[src/rtl/rf_banked.sv]
// rf_banked: banked register file with two registered read ports, one write
// port with write-to-read bypass, and a masked flags register. Two banks
// (active/shadow) are exchanged by a single swap pulse.
module rf_banked #(
  parameter int WIDTH   = 8,
  parameter int DEPTH   = 4,
  parameter int FW      = 4,
  parameter int ZERO_R0 = 0
) (
  input  logic                       clk,
  input  logic                       rst,
  input  logic [WIDTH-1:0]           d,
  input  logic [$clog2(DEPTH)-1:0]   wa,
  input  logic                       we,
  input  logic [$clog2(DEPTH)-1:0]   ra0,
  input  logic [$clog2(DEPTH)-1:0]   ra1,
  input  logic                       re,
  input  logic [FW-1:0]              fd,
  input  logic [FW-1:0]              fm,
  input  logic                       fe,
  input  logic                       swp,
  output logic [WIDTH-1:0]           q0,
  output logic [WIDTH-1:0]           q1,
  output logic [FW-1:0]              fo,
  output logic [FW-1:0]              fod,
  output logic                       bsel
);

  localparam int AW = $clog2(DEPTH);

  logic [WIDTH-1:0] mem   [2][DEPTH];
  logic [FW-1:0]    flags [2];

  logic             wr_ok;
  logic [WIDTH-1:0] nq0;
  logic [WIDTH-1:0] nq1;

  // Read-data selection: array contents, overridden by same-cycle write
  // data, overridden again by the hard-wired zero register when enabled.
  always_comb begin
    wr_ok = we && !((ZERO_R0 != 0) && (wa == '0));
    nq0   = mem[bsel][ra0];
    nq1   = mem[bsel][ra1];
    if (we && (ra0 == wa)) nq0 = d;
    if (we && (ra1 == wa)) nq1 = d;
    if ((ZERO_R0 != 0) && (ra0 == '0)) nq0 = '0;
    if ((ZERO_R0 != 0) && (ra1 == '0)) nq1 = '0;
  end

  // Active bank flags are visible combinationally.
  assign fo = flags[bsel];

  // Register array write into the currently active bank (pre-swap bsel).
  always_ff @(posedge clk or negedge rst) begin
    if (!rst) begin
      for (int b = 0; b < 2; b++)
        for (int i = 0; i < DEPTH; i++)
          mem[b][i] <= '0;
    end else if (wr_ok) begin
      mem[bsel][wa] <= d;
    end
  end

  // Registered read ports; hold their value while re is low.
  always_ff @(posedge clk or negedge rst) begin
    if (!rst) begin
      q0 <= '0;
      q1 <= '0;
    end else if (re) begin
      q0 <= nq0;
      q1 <= nq1;
    end
  end

  // Masked flag update on the active bank, one-cycle delayed copy, and bank swap.
  always_ff @(posedge clk or negedge rst) begin
    if (!rst) begin
      flags[0] <= '0;
      flags[1] <= '0;
      fod      <= '0;
      bsel     <= 1'b0;
    end else begin
      if (fe) flags[bsel] <= (flags[bsel] & ~fm) | (fd & fm);
      fod  <= fo;
      bsel <= bsel ^ swp;
    end
  end

  // AW is derived for readability of the address ports' intent.
  logic [AW-1:0] unused_aw;
  assign unused_aw = wa ^ wa;

endmodule

[config.mk]
export PLATFORM = sky130hd
export DESIGN_NAME = rf_banked
export DESIGN_NICKNAME = d
export VERILOG_FILES = /design/src/rtl/rf_banked.sv
export SDC_FILE = /design/constraint.sdc
export NUM_CORES = 1
export LEC_CHECK = 0
export ABC_AREA = 1
export CAP_MARGIN = 10
export CELL_PAD_IN_SITES_DETAIL_PLACEMENT = 2
export CELL_PAD_IN_SITES_GLOBAL_PLACEMENT = 2
export CORE_UTILIZATION = 33
export CTS_BUF_LIST = sky130_fd_sc_hd__clkbuf_8 sky130_fd_sc_hd__clkbuf_16
export CTS_CLUSTER_DIAMETER = 40
export CTS_CLUSTER_SIZE = 25
export DETAILED_ROUTE_END_ITERATION = 16
export PLACE_DENSITY_LB_ADDON = 0.15
export SETUP_SLACK_MARGIN = 0.15
export SLEW_MARGIN = 20
export SYNTH_ARGS = -nofsm -noshare
export SYNTH_HDL_FRONTEND = slang
export SYNTH_SLANG_ARGS = --single-unit
export TNS_END_PERCENT = 1
[constraint.sdc]
create_clock -name clk -period 1.6 [get_ports clk]
set_clock_uncertainty 0.1 [all_clocks]
set_input_delay 0.32 -clock clk [delete_from_list [all_inputs] [get_ports clk]]
set_output_delay 0.32 -clock clk [all_outputs]
set_load 0.02 [all_outputs]
After elaboration in Yosys (flattened, before gate mapping):

Cells that the tools add are included.

* add/sub/neg operators: 0
* multiply operators: 0
* div/mod/pow operators: 0
* order comparisons: 6
* equality and inequality tests: 2
* shifts and indexed selects: 0
* mux-type cells: 22
* bitwise logic cells: 9
* reduce and logical (&&, ||, !) cells: 4

Operators by type and width (number)
* 32-bit two-way mux: 4
* 64-bit bitwise mux: 1
* 8-bit two-way mux: 7
* 8-bit binary-select mux with 2-bit select: 2
* 32-bit demux with 1-bit select: 1
* 8-bit demux with 2-bit select: 1
* 4-bit two-way mux: 4
* 3-bit greater-or-equal comparator (second input constant): 3
* 2-bit NOT with 3-bit output: 3
* 4-bit bitwise AND: 2
* 8-bit bitwise mux: 1
* 4-bit demux with 1-bit select: 1
* 2-bit == test: 2
* 1-bit logical AND: 4
* 4-bit NOT: 1
* 4-bit OR: 1
* 3-bit by 1-bit < comparator with 1-bit output (second input constant): 1
* 2-bit greater-or-equal comparator (second input constant): 1
* 2-bit by 1-bit < comparator with 1-bit output (second input constant): 1
* 1-bit NOT with 2-bit output: 1
* 1-bit bitwise XOR: 1

* register bits: 93
* latch bits: 0
* bits in writable memories: 0
* memory bits (read-only): 0
* output and inout bits: 25
* logic and storage cells: 57
* memories kept: 0

Depth between registers and ports, before layout:

Gate-level depths: netlist of run 1.

* depth after elaboration: 8
* mapped depth: 10

Worst setup path before layout of run 1:

No wires, ideal clock.

* path type: reg2out
* from: reg bsel
* to: out fo[2]
* arrival time: 1073 ps
* required time: 1180 ps
* slack: 107 ps
* cell stages (with the launch flop): 5
* path buffers: 1
* cell sequence: dfrtp_1 > buf_4 > nand2_1 > and2_1 > inv_1

* cells in the longest elaborated chain, start to end: 4

Ends and longest elaborated chain
* from (decl): RTL line 26 `output logic bsel`
* from (signal assigned): RTL line 85 `bsel <= bsel ^ swp;`
* 1-bit NOT with 2-bit output (not written as such): RTL line 51 `assign fo = flags[bsel];`
* 4-bit two-way mux (not written as such) (3 in series): RTL line 51
* to (decl): RTL line 24 `output logic [FW-1:0] fo,`

No other way between the ends. The select of a mux whose other input is x is not followed.

Worst setup path in the final report of run 1:

* from: reg bsel
* to: out fo[0]

Same word-level chain as after synthesis.

==> results of run 1 <==
==> path summary, 6_finish.rpt <==
check | startpoint | endpoint | depth (start not counted)
worst min register to register | mem[25] | mem[25] | 2
min in group clk | mem[25] | mem[25] | 2
max in group asynchronous | rst | mem[57] | 3
worst min-delay path | rst | mem[3] | 2
worst max register to register | bsel | mem[16] | 8
worst max-delay path | bsel | fo[0] | 5
==> routing by layer <==
layer / track usage, % / wire length (um) / vias to the layer above
li1: - / - / 2166
met1: 36.57 / 8547 / 2381
met2: 46.08 / 9193 / 95
met3: 3.349 / 545 / 25
met4: 9.877 / 371 / 0
met5: 0 / 0 / -
==> state kept, by name, indices dropped and copies added (netlist names) <==
signal,cells
fod,4
flags,8
mem,64
bsel,1
q1,8
q0,8
==> layout make-up <==
| class | count | area (um2) | area share (%) |
|---|---|---|---|
| repair buffers | 109 | 1099 | 17.39 |
| flip-flops and latches | 93 | 2328 | 36.86 |
| well taps | 176 | 220.2 | 3.486 |
| clock inverters | 5 | 42.54 | 0.6734 |
| multi-input cells | 448 | 2225 | 35.21 |
| clock buffers | 11 | 252.7 | 4.001 |
| inverters | 38 | 150.1 | 2.377 |
==> placed cells by master, fill, tap and decap left out, types with 7 or more instances in the layout <==
master	instances
a21oi_1	8
buf_12	12
buf_4	41
buf_6	7
clkbuf_16	9
clkbuf_2	8
clkdlybuf4s15_2	9
clkdlybuf4s50_1	24
clkinv_1	8
dfrtp_1	92
inv_1	21
inv_2	7
nand2_1	191
nand2_2	20
nand3_1	112
nand3_2	17
nor2_1	12
o21ai_0	35
o21ai_1	28
==> power by group through the flow <==
stage,Combinational [mW],Sequential [mW],Clock [mW]
after floorplan,2.38,4.09,0
after global placement,3.98,3.98,0
after detailed placement,4.22,4.05,0
after CTS,4.75,4.06,2.18
after global routing,5.54,4.22,2.26
final,5.05,4.10,2.15
==> cell families (layout without fill, tap and decap cells) <==
| kind of cell | after synthesis | count (layout) | share of synthesized area, % |
|---|---|---|---|
| AO/OA/AOI/OAI | 76 | 76 | 8.232 |
| XOR/XNOR | 3 | 3 | 0.8936 |
| buffers and inverters | 66 | 163 | 6.066 |
| flip-flops | 93 | 93 | 50.37 |
| AND/OR/NAND/NOR | 369 | 369 | 34.44 |
==> repair_timing <==
action | CTS | global route
gates cloned | 1 | 0
hold buffers | 1 | 0
gates resized for setup | 132 | 57
buffers inserted | 3 | 6
endpoints found under the setup margin | 105 | 98
pin swaps | 11 | 5
hold endpoints to repair | 18 | 0
==> out/qor.txt, run 1 <==
CRITICAL PATH
------------------------------------------------------------------------------------------
Highest net fanout along the worst path                                                  5
Crit path largest cell delay                                                       0.48 ns
Critical Path Slowest Stage Cell                                                   dfrtp_2
Kind of capture point of the worst setup path                                   output pin
Category of the critical setup timing path                                    flop to output pin
Critical Path AT                                                                   1.35 ns
Kind of cell with the highest combined delay on the critical path               flip-flops
Worst path cell trace                                                         buf_12 -> nand2_4 -> and2_4 -> inv_2 -> buf_6
Total buffers and inverters traversed by the critical path                               3
Register-to-register setup slack                                                  -0.06 ns
Worst endpoint required time                                                       1.18 ns
Startpoint Class                                                                      flop

FLOORPLAN
------------------------------------------------------------------------------------------
Std cell rows                                                                           42
Area of the placeable core                                                       13450 um2
Vertical die dimension                                                            120.3 um
I/O pin total                                                                           53
Starting utilization of the core area                                               34.35%
Die extent in x                                                                   120.3 um
Area of the die                                                                  14480 um2

GLOBAL ROUTE
------------------------------------------------------------------------------------------
Total GRT Usage                                                                     27.52%
Largest net degree at the start of global routing                                       37
Vias in the first global route                                                        5287
First-pass GRT wire length                                                        29.89 mm
Number of antenna violations at the first check in global routing                        0
Leftover overflow at the end of global routing                                           0

YOSYS
------------------------------------------------------------------------------------------
Share of flip-flops with an asynchronous set or reset                               100.0%
Fraction of the yosys area taken by sequential cells                                50.37%
Syn Area/Cell                                                                    7.612 um2
Flip-flop and latch count after synthesis                                               93
Synthesized netlist cell count                                                         607
Most numerous cell in the Yosys netlist                                            nand2_1
Library cells used by synthesis                                                         21
Number of enable-type register cells in the synthesized netlist                          0
Commonest cells in the synthesized netlist                                    213 x nand2_1, 129 x nand3_1, 93 x dfrtp_1
Cell area after synthesis                                                         4621 um2
Number of synthesis warnings                                                             0
Cell type contributing the most total cell area after synthesis                    dfrtp_1
Prevailing post-synth register cell                                                dfrtp_1
Portion of synthesized cell area occupied by the leading cell type                  50.37%
Cell types with the largest area share after synthesis                        dfrtp_1 50%, nand2_1 17%, nand3_1 14%, o21ai_0 6.1%, inv_1 2.1%
Post-synthesis net count                                                               635

STA
------------------------------------------------------------------------------------------
Max-slew headroom                                                                   68.93%
Final Max Tran Viols                                                                     0
Final hold violations                                                                    0
Worst hold slack after final layout                                              0.3211 ns
Final setup viols                                                                       13
Tightest Pin Transition                                                          0.4655 ns
Period minus WS final                                                             1.775 ns
Final worst setup slack                                                         -0.1745 ns
Final cycle utilization of the critical path                                        110.9%
Max Fclk                                                                         563.5 MHz
Post-Route Setup TNS                                                             -1.008 ns
Unrepaired setup endpoints after global routing                                       true

LAYOUT
------------------------------------------------------------------------------------------
Share of layout cells above drive strength 1                                        23.86%
Diodes inserted                                                                          0
Final core utilization                                                              46.96%
Filler cell count in the final layout                                                 1479
Count of non-filler cells in the finished layout                                       880
Relative area change from synthesis to final layout                                 36.72%
Final Instance Area                                                               6317 um2
Net count of the finished layout                                                       727

CLOCKING
------------------------------------------------------------------------------------------
CTS H-Tree Depth                                                                         3
Number of clock sinks                                                                   93
CTS max path bufs                                                                        2
CTS tree                                                                              done
Clock edge transition at the registers on the reported setup and hold paths        0.07 ns
Root Buffer Master                                                               clkbuf_16
Inserted Clock Buffers                                                                   9
Clock latency of the later-clocked register in the worst-skew pair                 0.36 ns

OUTCOME
------------------------------------------------------------------------------------------
Outcome                                                                       finished, violations left
Failing checks                                                                negative setup slack

PLACEMENT
------------------------------------------------------------------------------------------
Total of buffers placed on input and output ports                                       52
Post-detailed-placement cell area                                                 5693 um2
Routability congestion estimate                                                     0.8254
Placement-stage worst setup slack                                               -0.4587 ns
Placed cells                                                                           853
Estimated wirelength of the detail-placed design                                  12.72 mm

POWER AND IR DROP
------------------------------------------------------------------------------------------
Sw power                                                                          4.746 mW
Leak pwr                                                                          3.103 nW
Sw Ratio                                                                            42.04%
Sequential share of power                                                            36.3%
Total power per unit cell area                                                 1787 nW/um2
Logic gate share of total power                                                      44.7%
PnR Total Power                                                                   11.29 mW
Share of power burned in the clock network                                           19.0%
Worst-case vdd ir drop                                                            1.042 mV
Internal power summed over all cells                                              6.543 mW

RUN
------------------------------------------------------------------------------------------
Count of maximum capacitance violations                                                  0

ROUTE
------------------------------------------------------------------------------------------
Post-route antenna net violation count                                                   0
Via total after detailed routing                                                      4667
Drt initial violations                                                                 293
Vias/cell                                                                            5.303
Avg WL per Cell                                                                   21.20 um
DR DRC count                                                                             0
Iteration count of the initial detailed-routing pass                                     4
Wire length after detailed routing                                                18.66 mm

MIN PATH
------------------------------------------------------------------------------------------
Worst min-delay path class                                                    primary input to async pin

(Power assumes the default switching activity.)
==> inputs of run 2 (changes only) <==
- CAP_MARGIN: 10 -> 20
- CTS_CLUSTER_DIAMETER: 40 -> default
==> results of run 2 <==
The final DEF is identical to that of run 1; final timing and power are the same.
